===== src/rtl/circle_buf_reader_pkg.sv =====
// circle_buf_reader_pkg: state encoding, header layout and FIFO entry tag positions
package circle_buf_reader_pkg;
  typedef enum logic [2:0] {st_idle, st_header, st_read, st_flush, st_abort} state_t;
  localparam int hdr_cnt_lsb = 0;
  localparam int hdr_cnt_w = 16;
  localparam int tag_first = 0;
  localparam int tag_last = 1;
  localparam int tag_w = 2;
endpackage


===== src/rtl/circle_buf_reader_fifo.sv =====
// circle_buf_reader_fifo: first-word-fall-through FIFO with occupancy output and synchronous flush
module circle_buf_reader_fifo #(
  parameter int w = 18,
  parameter int aw = 2
) (
  input  logic         i_clk,
  input  logic         i_rst_n,
  input  logic         i_flush,
  input  logic         i_push,
  input  logic [w-1:0] i_din,
  input  logic         i_pop,
  output logic [w-1:0] o_head,
  output logic         o_empty,
  output logic         o_full,
  output logic [aw:0]  o_occ
);
  logic [w-1:0] r_mem [2**aw];
  logic [aw-1:0] r_wp, r_rp;
  logic [aw:0] r_occ;
  logic w_push, w_pop;
  assign o_empty = r_occ == '0;
  assign o_full = r_occ == (aw+1)'(2**aw);
  assign o_occ = r_occ;
  assign o_head = r_mem[r_rp];
  assign w_push = i_push && !o_full;
  assign w_pop = i_pop && !o_empty;
  always_ff @(posedge i_clk)
    if (w_push) r_mem[r_wp] <= i_din;
  always_ff @(posedge i_clk or negedge i_rst_n)
    if (!i_rst_n) begin
      r_wp <= '0;
      r_rp <= '0;
      r_occ <= '0;
    end else if (i_flush) begin
      r_wp <= '0;
      r_rp <= '0;
      r_occ <= '0;
    end else begin
      r_wp <= r_wp + aw'(w_push);
      r_rp <= r_rp + aw'(w_pop);
      r_occ <= r_occ + (aw+1)'(w_push) - (aw+1)'(w_pop);
    end
endmodule


===== src/rtl/circle_buf_reader.sv =====
// circle_buf_reader: drains a completed capture bank as a framed stream (header word + 2^aw samples)
module circle_buf_reader
  import circle_buf_reader_pkg::*;
#(
  parameter int aw = 13,
  parameter int dw = 16,
  parameter int fifo_aw = 2
) (
  input  logic          rclk,
  input  logic          reset_n,
  input  logic          enable,
  input  logic          abort,
  input  logic          r_bank_available,
  output logic          stb_r,
  output logic          rewind,
  input  logic [dw-1:0] data_r,
  input  logic          data_gate_out,
  output logic [dw-1:0] dout,
  output logic          dout_valid,
  input  logic          dout_ready,
  output logic          dout_first,
  output logic          dout_last,
  output logic [15:0]   frame_count,
  output logic          busy
);
  localparam logic [aw:0] last_sc = (aw+1)'((1 << aw) - 1);
  localparam logic [fifo_aw+1:0] depth = (fifo_aw+2)'(1 << fifo_aw);
  state_t r_state;
  logic [aw:0] r_sc;
  logic r_inflight, r_last_inflight, r_post_flush;
  logic [hdr_cnt_w-1:0] r_frame_count;
  logic w_final, w_hdr, w_abort_go, w_push, w_pop, w_flush, w_empty, w_full;
  logic [fifo_aw:0] w_occ;
  logic [dw+tag_w-1:0] w_din, w_head;
  // one strobe may be in flight, so reserve its slot before issuing another
  assign stb_r = (r_state == st_read) && ((fifo_aw+2)'(w_occ) + (fifo_aw+2)'(r_inflight) < depth);
  assign w_final = stb_r && (r_sc == last_sc);
  assign w_hdr = r_state == st_header;
  // once the final strobe has gone out the bank has swapped, so abort can no longer rewind it
  assign w_abort_go = abort && (w_hdr || (r_state == st_read && !w_final));
  assign w_push = w_hdr || (data_gate_out && (r_state == st_read || r_state == st_flush));
  assign w_flush = w_abort_go || r_state == st_abort;
  assign w_pop = dout_valid && dout_ready;
  always_comb begin
    w_din = '0;
    w_din[dw-1:0] = w_hdr ? dw'(r_frame_count) << hdr_cnt_lsb : data_r;
    w_din[dw+tag_first] = w_hdr;
    w_din[dw+tag_last] = !w_hdr && r_last_inflight;
  end
  circle_buf_reader_fifo #(.w(dw+tag_w), .aw(fifo_aw)) u_fifo (
    .i_clk(rclk),
    .i_rst_n(reset_n),
    .i_flush(w_flush),
    .i_push(w_push),
    .i_din(w_din),
    .i_pop(w_pop),
    .o_head(w_head),
    .o_empty(w_empty),
    .o_full(w_full),
    .o_occ(w_occ)
  );
  assign dout_valid = !w_empty;
  assign dout = w_empty ? '0 : w_head[dw-1:0];
  assign dout_first = !w_empty && w_head[dw+tag_first];
  assign dout_last = !w_empty && w_head[dw+tag_last];
  assign rewind = r_state == st_abort;
  assign busy = r_state != st_idle || !w_empty;
  assign frame_count = r_frame_count;
  always_ff @(posedge rclk or negedge reset_n)
    if (!reset_n) begin
      r_state <= st_idle;
      r_sc <= '0;
      r_inflight <= 1'b0;
      r_last_inflight <= 1'b0;
      r_post_flush <= 1'b0;
      r_frame_count <= '0;
    end else begin
      r_inflight <= stb_r;
      r_last_inflight <= w_final;
      r_post_flush <= r_state == st_flush;
      if (stb_r) r_sc <= r_sc + 1'b1;
      case (r_state)
        st_idle:
          if (enable && r_bank_available && !w_full && !r_post_flush) begin
            r_state <= st_header;
            r_sc <= '0;
          end
        st_header: r_state <= w_abort_go ? st_abort : st_read;
        st_read: r_state <= w_final ? st_flush : w_abort_go ? st_abort : st_read;
        st_flush: begin
          r_state <= st_idle;
          r_frame_count <= r_frame_count + 1'b1;
        end
        default: r_state <= st_idle;
      endcase
    end
endmodule


===== config.mk =====
export PLATFORM = sky130hd
export DESIGN_NAME = circle_buf_reader
export DESIGN_NICKNAME = d
export VERILOG_FILES = /design/src/rtl/circle_buf_reader_pkg.sv /design/src/rtl/circle_buf_reader_fifo.sv /design/src/rtl/circle_buf_reader.sv
export SDC_FILE = /design/constraint.sdc
export NUM_CORES = 1
export LEC_CHECK = 0
export CAP_MARGIN = 20
export CELL_PAD_IN_SITES_DETAIL_PLACEMENT = 1
export CELL_PAD_IN_SITES_GLOBAL_PLACEMENT = 1
export CORE_ASPECT_RATIO = 0.75
export CORE_UTILIZATION = 52
export CTS_BUF_LIST = sky130_fd_sc_hd__clkbuf_8
export DETAILED_ROUTE_END_ITERATION = 7
export PLACE_DENSITY = 0.94
export SYNTH_ARGS = -nofsm -noshare
export SYNTH_HDL_FRONTEND = slang
export SYNTH_SLANG_ARGS = --single-unit

===== constraint.sdc =====
create_clock -name rclk -period 6.2 [get_ports rclk]
set_input_delay 0.93 -clock rclk [delete_from_list [all_inputs] [get_ports rclk]]
set_output_delay 0.93 -clock rclk [all_outputs]
set_load 0.01 [all_outputs]

Word level (Yosys, flattened, before mapping)
Memories as Yosys holds them, arrays and structs flattened.
Cells that the tools add are included.
{"block": "word_totals", "reg_bits": 43, "latch_bits": 0, "mem_bits_rw": 72, "mem_bits_ro": 0, "elab_cells": 66, "n_memories": 1}
{"block": "op_classes", "add_sub_neg": 7, "n_mul": 0, "div": 0, "n_lt_le_gt_ge": 1, "eq_ne": 7, "shifts": 0, "mux": 14, "bitwise_logic": 0, "reduce_logical": 27}
{"memory": "u_fifo.r_mem", "depth": 4, "word_bits": 18, "read_ports": 1, "rd_clocked_by_memory_dff": 0, "wr": 1, "line": "circle_buf_reader_fifo.sv:17", "text": "logic [w-1:0] r_mem [2**aw];"}
{"cell": "14-bit two-way mux", "n": 3}
{"cell": "16-bit two-way mux", "n": 2}
{"cell": "16-bit by 1-bit adder with 16-bit output (second input constant)", "n": 1}
{"cell": "14-bit by 1-bit adder with 14-bit output (second input constant)", "n": 1}
{"cell": "14-bit by 13-bit equality test with 1-bit output (second input constant)", "n": 1}
{"cell": "1-bit logical AND", "n": 14}
{"cell": "3-bit two-way mux", "n": 4}
{"cell": "3-bit one-hot mux with 3 select lines", "n": 1}
{"cell": "3-bit by 2-bit equality test with 1-bit output (second input constant)", "n": 2}
{"cell": "3-bit equality test (second input constant)", "n": 2}
{"cell": "3-bit logical NOT", "n": 2}
{"cell": "1-bit logical NOT", "n": 5}
{"cell": "1-bit logical OR", "n": 5}
{"cell": "2-bit by 1-bit adder with 2-bit output", "n": 2}
{"cell": "3-bit by 1-bit adder with 4-bit output", "n": 1}
{"cell": "4-bit by 3-bit < comparator with 1-bit output (second input constant)", "n": 1}
{"cell": "2-bit two-way mux", "n": 2}
{"cell": "3-bit by 1-bit adder with 3-bit output", "n": 1}
{"cell": "3-bit by 1-bit equality test with 1-bit output (second input constant)", "n": 1}
{"cell": "3-bit nonzero test", "n": 1}
{"cell": "3-bit by 1-bit subtractor with 3-bit output", "n": 1}
{"cell": "1-bit two-way mux", "n": 2}
{"cell": "2-bit inequality test (second input constant)", "n": 1}

Depth between registers and ports, before layout
Gate-level depths: netlist of run 1.
{"block": "depth", "word_depth": 11, "mapped_depth": 10, "mapped_depth_nobuf": 9}

By module
Synthesis of run 1 repeated with hierarchy kept, for this count alone.
{"block": "hier_totals", "cells_unflattened": 326, "hier_area_um2": 5059.9}
{"module": "circle_buf_reader_fifo", "n_inst": 1, "cells_per_inst": 127, "area_each_um2": 3037.9, "seq_area_each_um2": 2337.2}
{"module": "circle_buf_reader", "n_inst": 1, "cells_per_inst": 199, "area_each_um2": 2021.9, "seq_area_each_um2": 900.9}

Least setup slack after synthesis of run 1
Ideal clock, no wire load.
{"block": "synth_timing", "kind": "input to register", "startpoint": "input port data_gate_out", "endpoint": "memory u_fifo.r_mem[0][0], enable pin", "t_arrival_ns": 2.915, "setup_slack_ns": 2.865, "stages": 3, "n_path_buf": 0, "cell_sequence": "nand2_1 -> a221oi_1 -> nor3b_1"}
{"block": "synth_between", "elab_chain_len": 5}
{"element": "start: declaration", "line": "circle_buf_reader.sv:17", "text": "input logic data_gate_out,"}
{"element": "1-bit logical AND", "line": "circle_buf_reader.sv:41", "text": "assign w_push = w_hdr || (data_gate_out && (r_state == st_read || r_state == st_flush));"}
{"element": "1-bit logical OR", "line": "circle_buf_reader.sv:41"}
{"element": "1-bit logical AND", "line": "circle_buf_reader_fifo.sv:25", "text": "assign w_push = i_push && !o_full;"}
{"element": "1-bit two-way mux", "line": "circle_buf_reader_fifo.sv:28", "text": "if (w_push) r_mem[r_wp] <= i_din;"}
{"element": "1-bit two-way mux (not written as such)", "line": "circle_buf_reader_fifo.sv:28"}
{"element": "end: declaration", "line": "circle_buf_reader_fifo.sv:17"}
No other way between the ends.

Worst setup path in the final report of run 1
{"block": "layout_timing", "startpoint": "register u_fifo.r_rp[0]", "endpoint": "output port dout[0]"}
{"block": "layout_between", "elab_chain_len": 2}
{"element": "start: declaration", "line": "circle_buf_reader_fifo.sv:18", "text": "logic [aw-1:0] r_wp, r_rp;"}
{"element": "start signal: assignment", "line": "circle_buf_reader_fifo.sv:40", "text": "r_rp <= r_rp + aw'(w_pop);"}
{"element": "memory 4 x 18 bit"}
{"element": "16-bit two-way mux", "line": "circle_buf_reader.sv:63", "text": "assign dout = w_empty ? '0 : w_head[dw-1:0];"}
{"element": "end: declaration", "line": "circle_buf_reader.sv:18", "text": "output logic [dw-1:0] dout,"}
No other way between the ends.

==> reports/results.ini, run 1 <==
[clock_tree]
ctsHoldBuffers=0
cts_tree=done
clock-root-buffer=clkbuf_8
h-tree-depth=4
cts_buffers=17
cts.reportedPaths.clkPinSlew_ns=0.06
clock_path_buffers=2
cts_resized=0
worstSkewPairLatency_ns=0.44
post-cts-setup-buffers=0
cts_sinks=115

[die]
num_rows=30
fp.dieH_um=87.2
start_util=0.545
fp.dieArea_mm2=0.0101
fp.dieW_um=116
num_io_pins=61
design.core.area_mm2=0.00923

[synthesis]
yosys.area.top_type=edfxtp_1
ys_seq_elements=115
syn_avg_cell_area_um2=14.9
syn_inst=337
seq_area_frac_synth=0.644
ys.flop_type=edfxtp_1
synth_top_cell_area_share=0.430
syn_nets=368
synth_cell_type_count=48
synth_area_leaders=edfxtp_1 43%, dfrtp_1 21%, mux4_2 8.1%
synth_area_mm2=0.00503
yosysWarnings=0
synth-edff-count=72
async_reset_ff_frac=0.374

[place]
preCtsSetupSlack_ns=2.77
placed_cell_area_mm2=0.00577
hpwl_mm=8.29
portBuffers=60
gp_congestion=0.754

[final_layout]
drive_gt1_frac=0.186
fin_nets=443
area_growth_pct=21.9
antennaDiodeCount=0
final_area_mm2=0.00613

[route]
drt_iter0_markers=174
viasPerCell=5.86
wire_per_inst_um=22.5
wirelength_mm=12.5
vias=3238
first_pass_iters=4
ant_nets=0
post-route-drc-count=0

[timing]
layout_setup_ws_ns=2.58
finalSetupTns_ns=0
fmax_ghz=0.276
post-route-period-util=0.584
rsz0062_at_grt=no
hold_violations=0
fin_worst_skew_ns=0.00569
min_period_ns=3.62
slew_viol_final=0
setup_viol=0
worst_pin_slew_ns=1.07
slew_headroom=0.284

[worst_setup_path]
crit_type=flop to primary output
crit_fanout=12
end_kind=primary output
crit_required_ns=5.27
crit_arrival_ns=2.69
cp-start-kind=flop

[worst_hold_path]
hold_class=input pin to async pin

[global_routing]
antenna_found_initial=0
grtUsageTotal=0.279
overflow=0
grt_pass1_wl_mm=19.3
grt_max_degree=44
grt_pass1_vias=3427

[power_and_ir_drop]
p_leak_nw=2.28
irDropWorstVdd_mv=0.186
powerDensity_mw_per_mm2=401

[outcome]
status=complete, no violations

[flow_run]
maxCapViolations=0

==> cell families after synthesis <==
logic type	count (synthesis)	synth area share
buffers and inverters	23	0.0197
AOI/OAI and AO/OA	30	0.0433
DFF	115	0.644
adders and majority gates	8	0.0214
xor gates and xnor gates	20	0.0348
and+or+nand+nor	106	0.119
muxes	35	0.118
==> final timing paths <==
check | startpoint | endpoint | slack, ns | cells past startpoint
worst max-delay path | u_fifo.r_rp[0]$_DFF_PN0_ | dout[0] | 2.58 | 4
worst min-delay path | reset_n | r_sc[6]$_DFF_PN0_ | 0.41 | 1
worst max register to register | r_state[1]$_DFFE_PN0P_ | u_fifo.r_mem[1][13]$_DFFE_PP_ | 3.44 | 3
worst min register to register | r_sc[6]$_DFF_PN0_ | r_sc[6]$_DFF_PN0_ | 0.49 | 1
max in group asynchronous | reset_n | frame_count[5]$_DFFE_PN0P_ | 5.29 | 2
min in group rclk | r_sc[6]$_DFF_PN0_ | r_sc[6]$_DFF_PN0_ | 0.49 | 1
==> layer usage <==
metal,vias to the layer above,track usage,wire length (µm)
met5,-,0,0
met1,1666,0.333,4990
met4,0,0.119,332
li1,1428,-,-
met3,33,0.0779,604
met2,111,0.477,6530
==> cells in the mapped netlist, types with 5 or more instances <==
| master | count |
|---|---|
| a21oi_1 | 9 |
| buf_2 | 7 |
| dfrtp_1 | 43 |
| edfxtp_1 | 72 |
| ha_1 | 7 |
| inv_1 | 11 |
| mux2_2 | 16 |
| mux4_2 | 18 |
| nand2_1 | 24 |
| nand3_1 | 14 |
| nand4_1 | 6 |
| nor2_1 | 9 |
| nor2b_1 | 20 |
| nor3_1 | 5 |
| o31ai_1 | 7 |
| or4_1 | 6 |
| xnor2_1 | 17 |
==> registers in the layout (all words and copies together), names as in the netlist <==
register and count:
r_last_inflight 1, frame_count 16, r_state 3, r_inflight 1
u_fifo.r_wp 2, u_fifo.r_rp 2, r_sc 14, u_fifo.o_occ 3
r_post_flush 1, u_fifo.r_mem 72
==> report_power, final <==
part / total [W] / internal (W) / switching, W
sequential: 0.00105 / 0.000935 / 0.000119
clock: 0.000560 / 0.000281 / 0.000278
combinational: 0.000846 / 0.000448 / 0.000397
==> final cells by class <==
class | instances | area (µm²)
fill | 898 | 3100
tap | 128 | 160
clock buffer | 19 | 262
multi-input combinational | 199 | 1700
timing repair buffer | 67 | 666
inverter | 12 | 45.0
clock inverter | 13 | 56.3
sequential | 115 | 3240
==> per-stage QoR <==
stage | util | cells | total power (W) | hold WS [ns]
6_report | 0.664 | 553 | 0.00246 | 0.412
5_1_grt | 0.664 | 553 | 0.00257 | 0.414
4_1_cts | 0.659 | 550 | 0.00247 | 0.491
3_5_place_dp | 0.625 | 518 | 0.00189 | 0.482
3_3_place_gp | 0.625 | 518 | 0.00183 | 0.449
2_1_floorplan | - | 337 | 0.00151 | 0.439
==> worst max-delay path: stages, from the launching register on <==
cell and delay (ns):
dfrtp_1 0.65, buf_4 0.36, mux4_2 0.55, nor2b_1 0.15, clkdlybuf4s50_1 0.52
==> cells in the final DEF, fill, tap and decap left out, types with 7 or more instances in the layout <==
cell type / instances
edfxtp_1: 72
clkdlybuf4s50_1: 59
dfrtp_1: 43
nand2_1: 24
nor2b_1: 20
clkbuf_8: 19
mux4_2: 18
inv_1: 17
xnor2_1: 17
mux2_2: 16
nand3_1: 14
nor2_1: 9
a21oi_1: 9
o31ai_1: 7
ha_1: 7
Power figures use the tool's default switching activity.
==> inputs of run 2 (changes only) <==
- CORE_UTILIZATION: 52 -> 43
- PLACE_DENSITY: 0.94 -> 0.84
- clock period: 6.2 -> 3.2 ns (I/O delays scaled with it)
==> run 2 against run 1 <==
Compared with the run above: clock power rose to 2.7 times the previous value; via count about the same; register-to-register slack worse by 2.7 ns; routed wire length up 3.9%; first-iteration DRC count up 40%; sequential cell count unchanged; total power up 110%; combinational power up 100%; clock-buffer cell count down 2.
==> reports/results.ini, run 2 (synthesized netlist as in run 1, its figures left out) <==
[outcome]
status=complete, no violations

[final_layout]
area_growth_pct=25.7
antennaDiodeCount=0  ; unchanged
fill_cells=1088  ; +21%
final_area_mm2=0.00632  ; +3.2%
largest_register=u_fifo.r_mem
largest_register_ff_count=72  ; unchanged
final_cell_mix=72 x edfxtp_1, 59 x clkdlybuf4s50_1, 43 x dfrtp_1, 24 x nand2_1, 20 x nor2b_1
final_common_cell=edfxtp_1
drive_gt1_frac=0.211  ; +0.0248
final_util=0.567  ; -0.0966
multi_input_area_mm2=0.00170  ; unchanged
regArea_mm2=0.00324  ; unchanged
fin_nets=450  ; +1.6%

[global_routing]
grt_max_degree=44  ; unchanged
grt_pass1_vias=3554  ; +3.7%
overflow=0  ; unchanged
grt_pass1_wl_mm=19.9  ; +3.1%
antenna_found_initial=0  ; unchanged
grtUsageTotal=0.228  ; -0.0508

[place]
gp_congestion=0.756  ; +0.20%
placed_cell_area_mm2=0.00585  ; +1.3%
portBuffers=60  ; unchanged
hpwl_mm=8.60  ; +3.8%

[route]
post-route-drc-count=0  ; unchanged
viasPerCell=5.66  ; -3.3%
drt_iter0_markers=243  ; +40%
first_pass_iters=5  ; +1
vias=3239  ; +0.031%
wirelength_mm=12.9  ; +3.9%
ant_nets=0  ; unchanged
wire_per_inst_um=22.6  ; +0.47%

[clock_tree]
cts_tree=done
post-cts-setup-buffers=0  ; unchanged
cts_buffers=17  ; unchanged
clock_path_buffers=2  ; unchanged
clock-root-buffer=clkbuf_8
cts.reportedPaths.clkPinSlew_ns=0.07  ; about the same
cts_sinks=115  ; unchanged
worstSkewPairLatency_ns=0.43  ; about the same
h-tree-depth=4  ; unchanged

[worst_setup_path]
crit_required_ns=2.72  ; -2.55 ns
cp_slowest_cell=dfrtp_1
reg2regPathDepth=7  ; +4
slowest_delay_ns=0.61  ; -0.04 ns
crit_arrival_ns=2.35  ; -0.34 ns
reg2reg_from=r_state[1]$_DFFE_PN0P_
cp-start-kind=flop
end_kind=primary output
crit_type=flop to primary output
crit_start=u_fifo.r_rp[1]$_DFF_PN0_
crit_fanout=13  ; +1
crit_chain=buf_4 > mux4_2 > nor2b_1 > clkdlybuf4s50_1

[power_and_ir_drop]
power_w=0.00521  ; +110%
irDropWorstVdd_mv=0.329  ; +77%
p_leak_nw=2.33  ; +2.4%
powerDensity_mw_per_mm2=824  ; +110%

[timing]
finalSetupTns_ns=0  ; unchanged
fin_worst_skew_ns=0.0110  ; +0.00534 ns
fmax_ghz=0.354
setup_viol=0  ; unchanged
rsz0062_at_grt=no
post-route-period-util=0.884
worst_pin_slew_ns=0.755  ; -0.319 ns
min_period_ns=2.83
slew_viol_final=0  ; unchanged
slew_headroom=0.496  ; +0.213
hold_violations=0  ; unchanged

[die]
num_rows=33  ; +10%
fp.dieW_um=127  ; +9.8%
design.core.area_mm2=0.0111  ; +21%
fp.dieH_um=95.7  ; +9.7%
num_io_pins=61  ; unchanged
fp.dieArea_mm2=0.0121  ; +20%
start_util=0.451  ; -0.0935

[worst_hold_path]
hold_path_depth=1
hold_class=flop to flop
hold_path_startpoint=r_sc[13]$_DFF_PN0_

[flow_run]
maxCapViolations=0  ; unchanged

## run 2: cell count changes in the layout (fill, tap and decap cells not counted), sizes merged
cell and delta:
buf +6, clkinvlp +4, clkbuf -2, bufinv +5
inv -5, dlygate4sd3 +1, clkinv -2
## run 2: what timing repair did
item / 4_1_cts / 5_1_grt
hold endpoints to repair: 0 / 9
resized for setup: 0 / 0
hold buffers: 0 / 1
## run 2: worst max-delay path, delay by kind of cell (launching register included)
kind          cells  cell delay (ns)
simple gates      1             0.15
mux               1             0.34
buf+inv           2             0.82
flops             1             0.61
## run 2: final cells by class
type,instances,share of cell area
multi-input cells,199,0.269
repair buffers,74,0.113
flip-flops and latches,115,0.512
clock inverters,15,0.0336
well taps,140,0.0277
clock buffers,17,0.0370
inverters,12,0.00712
## run 2: per-stage QoR
step           hold slack (ns)  setup slack (ns)  std cells
4_1_cts                  0.246             0.359        570
3_5_place_dp             0.477             0.376        538
5_1_grt                  0.522             0.325        572
6_report                 0.497             0.372        572
3_3_place_gp             0.457             0.600        538
2_1_floorplan            0.184             0.197        337
## run 2: path summary, 6_finish.rpt
path,end,slack (ns)
max in group asynchronous,u_fifo.r_rp[0]$_DFF_PN0_,2.15
max,dout[14],0.37
min,r_sc[13]$_DFF_PN0_,0.50
max reg2reg,u_fifo.o_occ[2]$_DFF_PN0_,0.77
min in group asynchronous,r_sc[5]$_DFF_PN0_,0.54
min reg2reg,r_sc[13]$_DFF_PN0_,0.50
## run 2: where the power goes
group / total [W] / internal (W) / switching, W / leakage [nW]
sequential: 0.00199 / 0.00181 / 0.000184 / 1.24
clock: 0.00152 / 0.000919 / 0.000600 / 0.215
combinational: 0.00170 / 0.000884 / 0.000811 / 0.880
## run 2: layer usage
layer  track usage  up-vias  part of all wire
met5             0        -                 0
met4         0.115        0             0.028
met3        0.0499       35             0.034
met2         0.400       84              0.52
met1         0.268     1682              0.42
li1              -     1438                 -
==> inputs of run 3 (changes only) <==
- CORE_UTILIZATION: 43 -> 25
- GPL_TIMING_DRIVEN: not set -> 0
- PLACE_DENSITY: 0.84 -> 0.56
==> run 3 against run 2 <==
Compared with the run above: the run now ends with design-rule violations left; via count shrank 3.4%; combinational power about the same; largest power group unchanged; highest routed layer unchanged; clock-buffer cell count unchanged; hold slack got worse by 0.0026 ns; sequential cell count did not move; non-clock buffer count rose by 3.
==> reports/results.ini, run 3 (synthesized netlist as in run 1, its figures left out) <==
[outcome]
status=complete, but fails checks
violations=design-rule violations

[route]
wirelength_mm=12.2  ; -5.4%
viasPerCell=4.55  ; -20%
wire_per_inst_um=17.8  ; -21%
first_pass_iters=6  ; +1
post-route-drc-count=1  ; +1
drt_iter0_markers=146  ; -40%
ant_nets=0  ; unchanged
vias=3130  ; -3.4%

[worst_setup_path]
reg2reg_from=u_fifo.o_occ[1]$_DFF_PN0_
cp-start-kind=flop
crit_chain=nor3_1 > buf_1 > nand3_1 > clkdlybuf4s50_1
slowest_delay_ns=0.56  ; -0.05 ns
crit_required_ns=2.72  ; about the same
end_kind=primary output
cp_slowest_cell=buf_1
crit_fanout=10  ; -3
crit_type=flop to primary output
crit_start=u_fifo.o_occ[1]$_DFF_PN0_
crit_arrival_ns=2.52  ; +0.17 ns

[global_routing]
grt_max_degree=29  ; -34%
antenna_found_initial=0  ; unchanged
overflow=0  ; unchanged
grt_pass1_wl_mm=19.5  ; -2.1%
grt_pass1_vias=3389  ; -4.6%
grtUsageTotal=0.127  ; -0.101

[final_layout]
stdcell_count=688  ; +20%
fin_nets=453  ; +0.67%
fill_cells=2048  ; +88%
final_util=0.329  ; -0.239
final_cell_mix=72 x edfxtp_1, 59 x clkdlybuf4s50_1, 43 x dfrtp_1, 24 x nand2_1, 20 x nor2b_1
largest_register_ff_count=72  ; unchanged
regArea_mm2=0.00324  ; unchanged
antennaDiodeCount=0  ; unchanged
final_common_cell=edfxtp_1
final_area_mm2=0.00642  ; +1.6%
area_growth_pct=27.7
multi_input_area_mm2=0.00170  ; -0.15%
drive_gt1_frac=0.205  ; -0.00605
largest_register=u_fifo.r_mem

[clock_tree]
cts_tree=done
clock_path_buffers=2  ; unchanged
cts_sinks=115  ; unchanged
worstSkewPairLatency_ns=0.43  ; about the same
clock-root-buffer=clkbuf_8
cts.reportedPaths.clkPinSlew_ns=0.07  ; about the same
cts_buffers=17  ; unchanged
h-tree-depth=4  ; unchanged

[timing]
whs_ns=0.494  ; -0.00261 ns
slew_headroom=0.312  ; -0.184
hold_violations=0  ; unchanged
slew_viol_final=0  ; unchanged
fmax_ghz=0.333  ; -5.8%
rsz0062_at_grt=no
setup_viol=0  ; unchanged
worst_pin_slew_ns=1.03  ; +0.277 ns
post-route-period-util=0.938  ; +0.0548
fin_worst_skew_ns=0.0132  ; +0.00220 ns
min_period_ns=3.00  ; +0.175 ns

[flow_run]
maxCapViolations=0  ; unchanged

[die]
start_util=0.257  ; -0.194
fp.dieArea_mm2=0.0207  ; +71%
fp.dieW_um=166  ; +31%
design.core.area_mm2=0.0195  ; +75%
fp.dieH_um=125  ; +30%
num_io_pins=61  ; unchanged
num_rows=44  ; +33%

[place]
hpwl_mm=8.50  ; -1.1%
place_inst=653  ; +21%
placed_cell_area_mm2=0.00600  ; +2.5%
gp_congestion=0.723  ; -4.4%
portBuffers=60  ; unchanged

[worst_hold_path]
hold_path_startpoint=r_sc[6]$_DFF_PN0_
hold_class=flop to flop

[power_and_ir_drop]
p_leak_nw=2.30  ; -1.3%
power_w=0.00494  ; -5.2%
powerDensity_mw_per_mm2=769  ; -6.7%
irDropWorstVdd_mv=0.255  ; -23%

run 3: changes by cell type in the layout (fill, tap and decap cells not counted), moves of 2 or more:
cell / previous run / this run
buf_4: 12 / 3
clkinv_1: 1 / 3
clkinv_2: 4 / 1
buf_2: 1 / 7
clkinv_4: 0 / 3
bufinv_16: 5 / 2
run 3: area by class of cell:
class,count,area share
Clock inverter,15,0.0224
Tap cell,253,0.0493
Inverter,12,0.00701
Clock buffer,17,0.0364
Multi-Input combinational cell,199,0.265
Buffer,11,0.00935
Sequential cell,115,0.504
Timing Repair Buffer,66,0.107
run 3: where the power goes:
group,total (W),internal [W],leakage [nW],switching (W)
combinational,0.00171,0.000878,0.888,0.000831
clock,0.00128,0.000680,0.178,0.000598
sequential,0.00195,0.00181,1.24,0.000139
run 3: path summary, 6_finish.rpt:
| check | end | slack [ns] | cells past startpoint |
|---|---|---|---|
| setup / recovery | busy | 0.20 | 4 |
| hold / removal | r_sc[6]$_DFF_PN0_ | 0.49 | 1 |
| setup reg to reg | u_fifo.o_occ[1]$_DFF_PN0_ | 0.33 | 9 |
| hold reg to reg | r_sc[6]$_DFF_PN0_ | 0.49 | 1 |
| max in group asynchronous | frame_count[2]$_DFFE_PN0P_ | 2.17 | 3 |
| min in group asynchronous | r_sc[3]$_DFF_PN0_ | 0.53 | 2 |
run 3: per-layer routing:
metal	vias to the layer above	routed length (µm)	global-route usage
met1	1610	5780	0.167
met2	62	5900	0.203
li1	1451	-	-
met4	0	103	0.0346
met3	7	457	0.0356
met5	-	0	0
run 3: worst max-delay path, delay by kind of cell, from the launching register on:
| kind | cells | cell delay (ns) |
|---|---|---|
| buffers and inverters | 2 | 1.08 |
| and+or+nand+nor | 2 | 0.56 |
| DFF | 1 | 0.46 |
run 3: repair_timing:
item	in CTS	in global routing
setup buffers	0	0
resized for setup	3	1
endpoints found under the setup margin	10	2
hold endpoints to repair	15	0
hold buffers	1	0
run 3: stage by stage:
stage | worst slack, ns | TNS (ns)
2_1_floorplan | 0.197 | 0
3_3_place_gp | -1.62 | -38.22
3_5_place_dp | 0.0418 | 0
4_1_cts | 0.0902 | 0
5_1_grt | 0.000453 | 0
6_report | 0.197 | 0
